`src/rtl/gpio_mmio_if.sv`:
```
// gpio_mmio_if: processor data-bus view of the GPIO peripheral.
// The processor drives address, write data and the write strobe; the peripheral returns read data.
interface gpio_mmio_if;
  logic        MemWrite;
  logic [31:0] DataAdr;
  logic [31:0] WriteData;
  logic [31:0] ReadData;

  modport master (output MemWrite, DataAdr, WriteData, input ReadData);
  modport slave  (input MemWrite, DataAdr, WriteData, output ReadData);
endinterface

```
`src/rtl/gpio_mmio.sv`:
```
// gpio_mmio: memory-mapped switches/LEDs with sticky change flags and a maskable level irq.
// Define GPIO_DEBOUNCE_EN to build per-switch debounce counters of DEBOUNCE_CYCLES stable edges.
module gpio_mmio #(
  parameter int unsigned SW_WIDTH        = 10,
  parameter int unsigned LED_WIDTH       = 10,
  parameter logic [31:0] BASE_ADDR       = 32'hC000_0000,
  parameter int unsigned DEBOUNCE_CYCLES = 4
) (
  input  logic                 clk,
  input  logic                 reset,
  gpio_mmio_if.slave           bus,
  input  logic [SW_WIDTH-1:0]  switches,
  output logic [LED_WIDTH-1:0] leds,
  output logic                 irq
);
  localparam logic [2:0] OFF_SW      = 3'd0;
  localparam logic [2:0] OFF_LED     = 3'd1;
  localparam logic [2:0] OFF_LED_SET = 3'd2;
  localparam logic [2:0] OFF_LED_CLR = 3'd3;
  localparam logic [2:0] OFF_LED_TGL = 3'd4;
  localparam logic [2:0] OFF_EDGE    = 3'd5;
  localparam logic [2:0] OFF_IRQ_EN  = 3'd6;

  logic                 hit;
  logic [2:0]           sel;
  logic                 wr;
  logic [SW_WIDTH-1:0]  wd_sw;
  logic [LED_WIDTH-1:0] wd_led;

  assign hit    = (bus.DataAdr[31:5] == BASE_ADDR[31:5]);
  assign sel    = bus.DataAdr[4:2];
  assign wr     = bus.MemWrite & hit;
  assign wd_sw  = bus.WriteData[SW_WIDTH-1:0];
  assign wd_led = bus.WriteData[LED_WIDTH-1:0];

  logic [SW_WIDTH-1:0] sync1_reg;
  logic [SW_WIDTH-1:0] s_reg;

  always_ff @(posedge clk or negedge reset) begin
    if (!reset) begin
      sync1_reg <= '0;
      s_reg     <= '0;
    end else begin
      sync1_reg <= switches;
      s_reg     <= sync1_reg;
    end
  end

  // deb is the accepted switch state; deb_next is the value it takes on the coming edge.
  logic [SW_WIDTH-1:0] deb;
  logic [SW_WIDTH-1:0] deb_next;

`ifdef GPIO_DEBOUNCE_EN
  localparam int unsigned    CW       = $clog2(DEBOUNCE_CYCLES + 1);
  localparam logic [CW-1:0]  CNT_LAST = CW'(DEBOUNCE_CYCLES - 1);

  for (genvar gi = 0; gi < SW_WIDTH; gi++) begin : g_deb
    logic [CW-1:0] cnt_reg;
    logic          deb_reg;

    assign deb[gi]      = deb_reg;
    assign deb_next[gi] = (s_reg[gi] != deb_reg && cnt_reg == CNT_LAST) ? s_reg[gi] : deb_reg;

    always_ff @(posedge clk or negedge reset) begin
      if (!reset) begin
        cnt_reg <= '0;
        deb_reg <= 1'b0;
      end else if (s_reg[gi] == deb_reg || cnt_reg == CNT_LAST) begin
        cnt_reg <= '0;
        deb_reg <= deb_next[gi];
      end else begin
        cnt_reg <= cnt_reg + 1'b1;
      end
    end
  end
`else
  // Without debounce the synchroniser output is the accepted state.
  assign deb      = s_reg;
  assign deb_next = sync1_reg;
`endif

  logic [SW_WIDTH-1:0]  edge_reg;
  logic [SW_WIDTH-1:0]  irq_en_reg;
  logic [SW_WIDTH-1:0]  edge_clr;
  logic [LED_WIDTH-1:0] led_reg;

  assign edge_clr = (wr && sel == OFF_EDGE) ? wd_sw : '0;

  always_ff @(posedge clk or negedge reset) begin
    if (!reset) begin
      edge_reg   <= '0;
      irq_en_reg <= '0;
      led_reg    <= '0;
    end else begin
      // A change on this edge beats a coincident write-1-to-clear.
      edge_reg <= (edge_reg & ~edge_clr) | (deb ^ deb_next);
      if (wr) begin
        case (sel)
          OFF_LED:     led_reg    <= wd_led;
          OFF_LED_SET: led_reg    <= led_reg | wd_led;
          OFF_LED_CLR: led_reg    <= led_reg & ~wd_led;
          OFF_LED_TGL: led_reg    <= led_reg ^ wd_led;
          OFF_IRQ_EN:  irq_en_reg <= wd_sw;
          default: ;
        endcase
      end
    end
  end

  assign leds = led_reg;
  assign irq  = |(edge_reg & irq_en_reg);

  logic [31:0] rdata;

  always_comb begin
    rdata = '0;
    if (hit) begin
      case (sel)
        OFF_SW:     rdata[SW_WIDTH-1:0]  = deb;
        OFF_LED:    rdata[LED_WIDTH-1:0] = led_reg;
        OFF_EDGE:   rdata[SW_WIDTH-1:0]  = edge_reg;
        OFF_IRQ_EN: rdata[SW_WIDTH-1:0]  = irq_en_reg;
        default: ;
      endcase
    end
  end

  assign bus.ReadData = rdata;

  logic unused_ok;
  assign unused_ok = ^{bus.DataAdr[1:0], bus.WriteData, BASE_ADDR[4:0], 32'(DEBOUNCE_CYCLES)};
endmodule

```
`src/flat_wrapper.sv`:
```
// flat-port wrapper written by rule: the top's interface ports become plain ports
module gpio_mmio_flat 
#(
  parameter int unsigned SW_WIDTH        = 10,
  parameter int unsigned LED_WIDTH       = 10,
  parameter logic [31:0] BASE_ADDR       = 32'hC000_0000,
  parameter int unsigned DEBOUNCE_CYCLES = 4
)
  (clk, reset, switches, leds, irq, bus_MemWrite, bus_DataAdr, bus_WriteData, bus_ReadData);
  gpio_mmio_if bus_i ();
  input  logic clk;
  input  logic reset;
  input  logic [SW_WIDTH-1:0] switches;
  output logic [LED_WIDTH-1:0] leds;
  output logic irq;
  input wire logic [$bits(bus_i.MemWrite)-1:0] bus_MemWrite;
  input wire logic [$bits(bus_i.DataAdr)-1:0] bus_DataAdr;
  input wire logic [$bits(bus_i.WriteData)-1:0] bus_WriteData;
  output wire logic [$bits(bus_i.ReadData)-1:0] bus_ReadData;
  assign bus_i.MemWrite = bus_MemWrite;
  assign bus_i.DataAdr = bus_DataAdr;
  assign bus_i.WriteData = bus_WriteData;
  assign bus_ReadData = bus_i.ReadData;
  gpio_mmio #(.SW_WIDTH(SW_WIDTH), .LED_WIDTH(LED_WIDTH), .BASE_ADDR(BASE_ADDR), .DEBOUNCE_CYCLES(DEBOUNCE_CYCLES)) u_core (.clk(clk), .reset(reset), .bus(bus_i), .switches(switches), .leds(leds), .irq(irq));
endmodule
```
`config.mk`:
```
export PLATFORM = sky130hd
export DESIGN_NAME = gpio_mmio_flat
export DESIGN_NICKNAME = d
export VERILOG_FILES = /design/src/rtl/gpio_mmio_if.sv /design/src/rtl/gpio_mmio.sv /design/src/flat_wrapper.sv
export SDC_FILE = /design/constraint.sdc
export NUM_CORES = 1
export LEC_CHECK = 0
export ABC_AREA = 1
export CORE_MARGIN = 5
export CORE_UTILIZATION = 57
export CTS_CLUSTER_SIZE = 12
export DETAILED_ROUTE_END_ITERATION = 8
export DONT_BUFFER_PORTS = 1
export PLACE_DENSITY = 0.8
export RECOVER_POWER = 25
export SYNTH_ARGS = -nofsm -noshare
export SYNTH_HDL_FRONTEND = slang
export SYNTH_SLANG_ARGS = --single-unit
```
`constraint.sdc`:
```
create_clock -name clk -period 3.52 [get_ports clk]
set_input_delay 0.704 -clock clk [delete_from_list [all_inputs] [get_ports clk]]
set_output_delay 0.704 -clock clk [all_outputs]
set_load 0.01 [all_outputs]
```
==> metrics.md <==
| Metric | Value |
|---|---|
| Met3 WL | `689 um` |
| GPL Wtd Cong | `0.846` |
| Clk_lat worst skew | `0.31 ns` |
| P_leak | `1.45 nW` |
| Crit end category | `primary output` |
| Crit start category | `input port` |
| Vias | `2,516` |
| Pwr dens | `334 nW/um^2` |
| Critical-path cell list | `inv_2, nand2_1, inv_1, nand2_1, o21ai_0, a21oi_1, a21oi_1` |
| VDD IR max | `0.000221 V` |
| N_diodes | `0` |
| Largest net degree at the start of global routing | `51` |
| CTS tree | `yes` |
| 1st-iter DRT viols | `212` |
| Die W | `83.4 um` |
| Post-Syn Area | `3070 sq um` |
| Resized cells post-CTS | `0` |
| Post-DP HPWL | `5.50 mm` |
| Setup TNS Final | `0 ns` |
| Worst R2R End | `u_core.leds[2]` |
| Crit path DAT | `1.90 ns` |
| Clock slew at reported path FFs | `0.11 ns` |
| Most common cell after layout, fill and taps aside | `nand2_1` |
| Gr usage total | `0.214` |
| Wirelength per Cell | `16.9 um` |
| Clk sinks | `50` |
| Yosys warns | `0` |
| Root Driver | `clkbuf_8` |
| Final setup vio count | `0` |
| Layout Skew | `0.00414 ns` |
| Setup ws final | `0.911 ns` |
| Post-layout minimum cycle time | `2.61 ns` |
| Pre-CTS setup slack | `0.865 ns` |
| Die ar. | `6950 sq um` |
| Metal2 WL | `3.66 mm` |
| Crit Path Category | `input port to primary output` |
| Routed WL | `7.47 mm` |
| Drc violations | `0` |
| Post-synthesis sequential area ratio | `0.407` |
| WL met1 | `3.01 mm` |
| Final period util | `0.741` |
| Avg Cell Area, Syn | `8.12 sq um` |
| Layout cells sized above 1 | `0.0751` |
| Rel. slew slack | `0.641` |
| Most frequent cells in the layout | `nand2_1 (86), dfrtp_1 (50), inv_1 (33)` |
| Synthesis-to-finish area growth | `1.51%` |
| Clock tree buffer depth | `2` |
| Vias per inst | `5.68` |
| First-pass GRT wire length | `12.2 mm` |
| Fin. Hold Viols | `0` |
| RSZ-0062 raised after global routing | `false` |
| Core area | `5170 sq um` |
| Uppermost layer routed | `met4` |
| # rows | `26` |
| Slowest CP cell | `inv_1` |
| Slowest cell delay on critical path | `0.37 ns` |
| Starting Density | `0.594` |
| Final ANT Viol Nets | `0` |
| Worst hold path type | `input port to asynchronous set/reset pin` |
| Crit path capture | `bus_ReadData[8]` |
| Post-CTS Setup Inserts | `0` |
| Reg2reg path depth | `6` |
| Hold buffers post-CTS | `0` |
| DIE HEIGHT | `83.4 um` |
| Pre-Repair DR Iteration Count | `4` |
| Critical Path Fanout Max | `14` |
| Max Cap Viol | `0` |
| Req. time, crit path | `2.82 ns` |
| Outcome | `finished clean` |
| RR Startpoint | `u_core.leds[2]` |
| Congestion Overflow GR | `0` |
| Synth Instances | `378` |
| Synth Register Bits | `50` |
| Netlist cell types | `31` |
| Num ports | `120` |
| Max-slew violation count | `0` |
| # nets final | `469` |
| Fin area | `3120 sq um` |
| R2R Setup Slk | `2.10 ns` |
| Buffers on Ports | `0` |
| Slew @ Worst Pin | `0.538 ns` |
| Area after DPL | `3020 sq um` |
| Fillers | `467` |
| Initial antenna violation count | `0` |
| H-tree depth | `2` |
| Number of global-route vias before repair | `2,477` |
| Fmax | `383 MHz` |
| Number of buffers created by CTS | `5` |
| CP Launch Point | `bus_DataAdr[4]` |
==> stage by stage <==
step	hold WS [ns]	total power, mW	std cells	util
global route	0.0473	1.10	443	0.603
global placement	0.380	0.688	435	0.584
floorplan	0.373	0.701	399	-
finish	0.0632	1.04	443	0.603
detailed placement	0.381	0.692	435	0.584
CTS	0.0602	1.05	443	0.603
==> synthesized netlist by cell type <==
cell,number,area (sq um)
a21oi_1,20,100
a221oi_1,1,8.76
and3_1,2,12.5
buf_1,2,7.51
buf_2,5,25.0
buf_4,24,180
clkbuf_1,4,15.0
clkbuf_2,1,5.00
clkinv_1,1,3.75
conb_1,1,3.75
dfrtp_1,50,1250
ha_1,20,250
inv_1,33,124
inv_2,3,11.3
nand2_1,86,323
nand2_2,2,12.5
nand3_1,20,100
nand3_2,3,30.0
nand4_1,32,200
nor2_1,19,71.3
nor2_2,2,12.5
nor2_4,1,11.3
nor4b_1,1,8.76
o211ai_1,1,7.51
o21a_1,2,15.0
o21ai_0,13,65.1
o21ai_1,5,25.0
o22ai_1,7,43.8
o31ai_4,1,21.3
or2_2,6,37.5
xnor2_1,10,87.6
==> worst min path at each step <==
stage / from / to / slack, ns / cells after the start
6_report: reset / u_core.leds[3] / 0.06 / 0
5_1_grt: reset / u_core.leds[3] / 0.05 / 0
4_1_cts: reset / u_core.leds[3] / 0.06 / 0
3_5_place_dp: u_core.deb_next[3] / u_core.deb[3] / 0.38 / 0
3_3_place_gp: u_core.deb_next[1] / u_core.deb[1] / 0.38 / 0
2_1_floorplan: u_core.deb_next[0] / u_core.deb[0] / 0.37 / 0
==> power breakdown <==
| group | switching, mW | internal, mW | leakage (nW) |
|---|---|---|---|
| registers | 0.00792 | 0.586 | 0.600 |
| clock network | 0.212 | 0.148 | 0.0502 |
| logic | 0.0591 | 0.0293 | 0.802 |
| total | 0.279 | 0.763 | 1.45 |
==> routing by layer <==
metal  GRT usage  up-vias
li1            -     1201
met2       0.365      117
met3      0.0644       14
met1       0.258     1184
met5           0        -
met4      0.0698        0
==> cell families (layout without fill, tap and decap cells) <==
kind of cell | count (synthesis) | after routing | share of synthesized area
XOR/XNOR | 10 | 10 | 0.0285
AO/OA/AOI/OAI | 50 | 50 | 0.0933
buffers and inverters | 73 | 47 | 0.121
adder cells (fa/ha/maj) | 20 | 20 | 0.0815
AND/OR/NAND/NOR | 174 | 174 | 0.267
other | 1 | 22 | 0.00122
flip-flops | 50 | 50 | 0.407
==> critical path: cells and delay by family <==
kind | cells | cell delay [ns]
buffers and inverters | 2 | 0.56
and+or+nand+nor | 2 | 0.19
AOI/OAI and AO/OA | 3 | 0.45
==> cell type report <==
class                      instances  area [sq um]  area share
tap                               70          87.6      0.0281
multi-input combinational        276          1530       0.490
clock buffer                       5          68.8      0.0221
clock inverter                     3          28.8     0.00923
sequential                        50          1250       0.401
timing repair buffer               2          15.0     0.00482
inverter                          37           139      0.0446
Note: power is estimated with default switching activity, not from simulation.
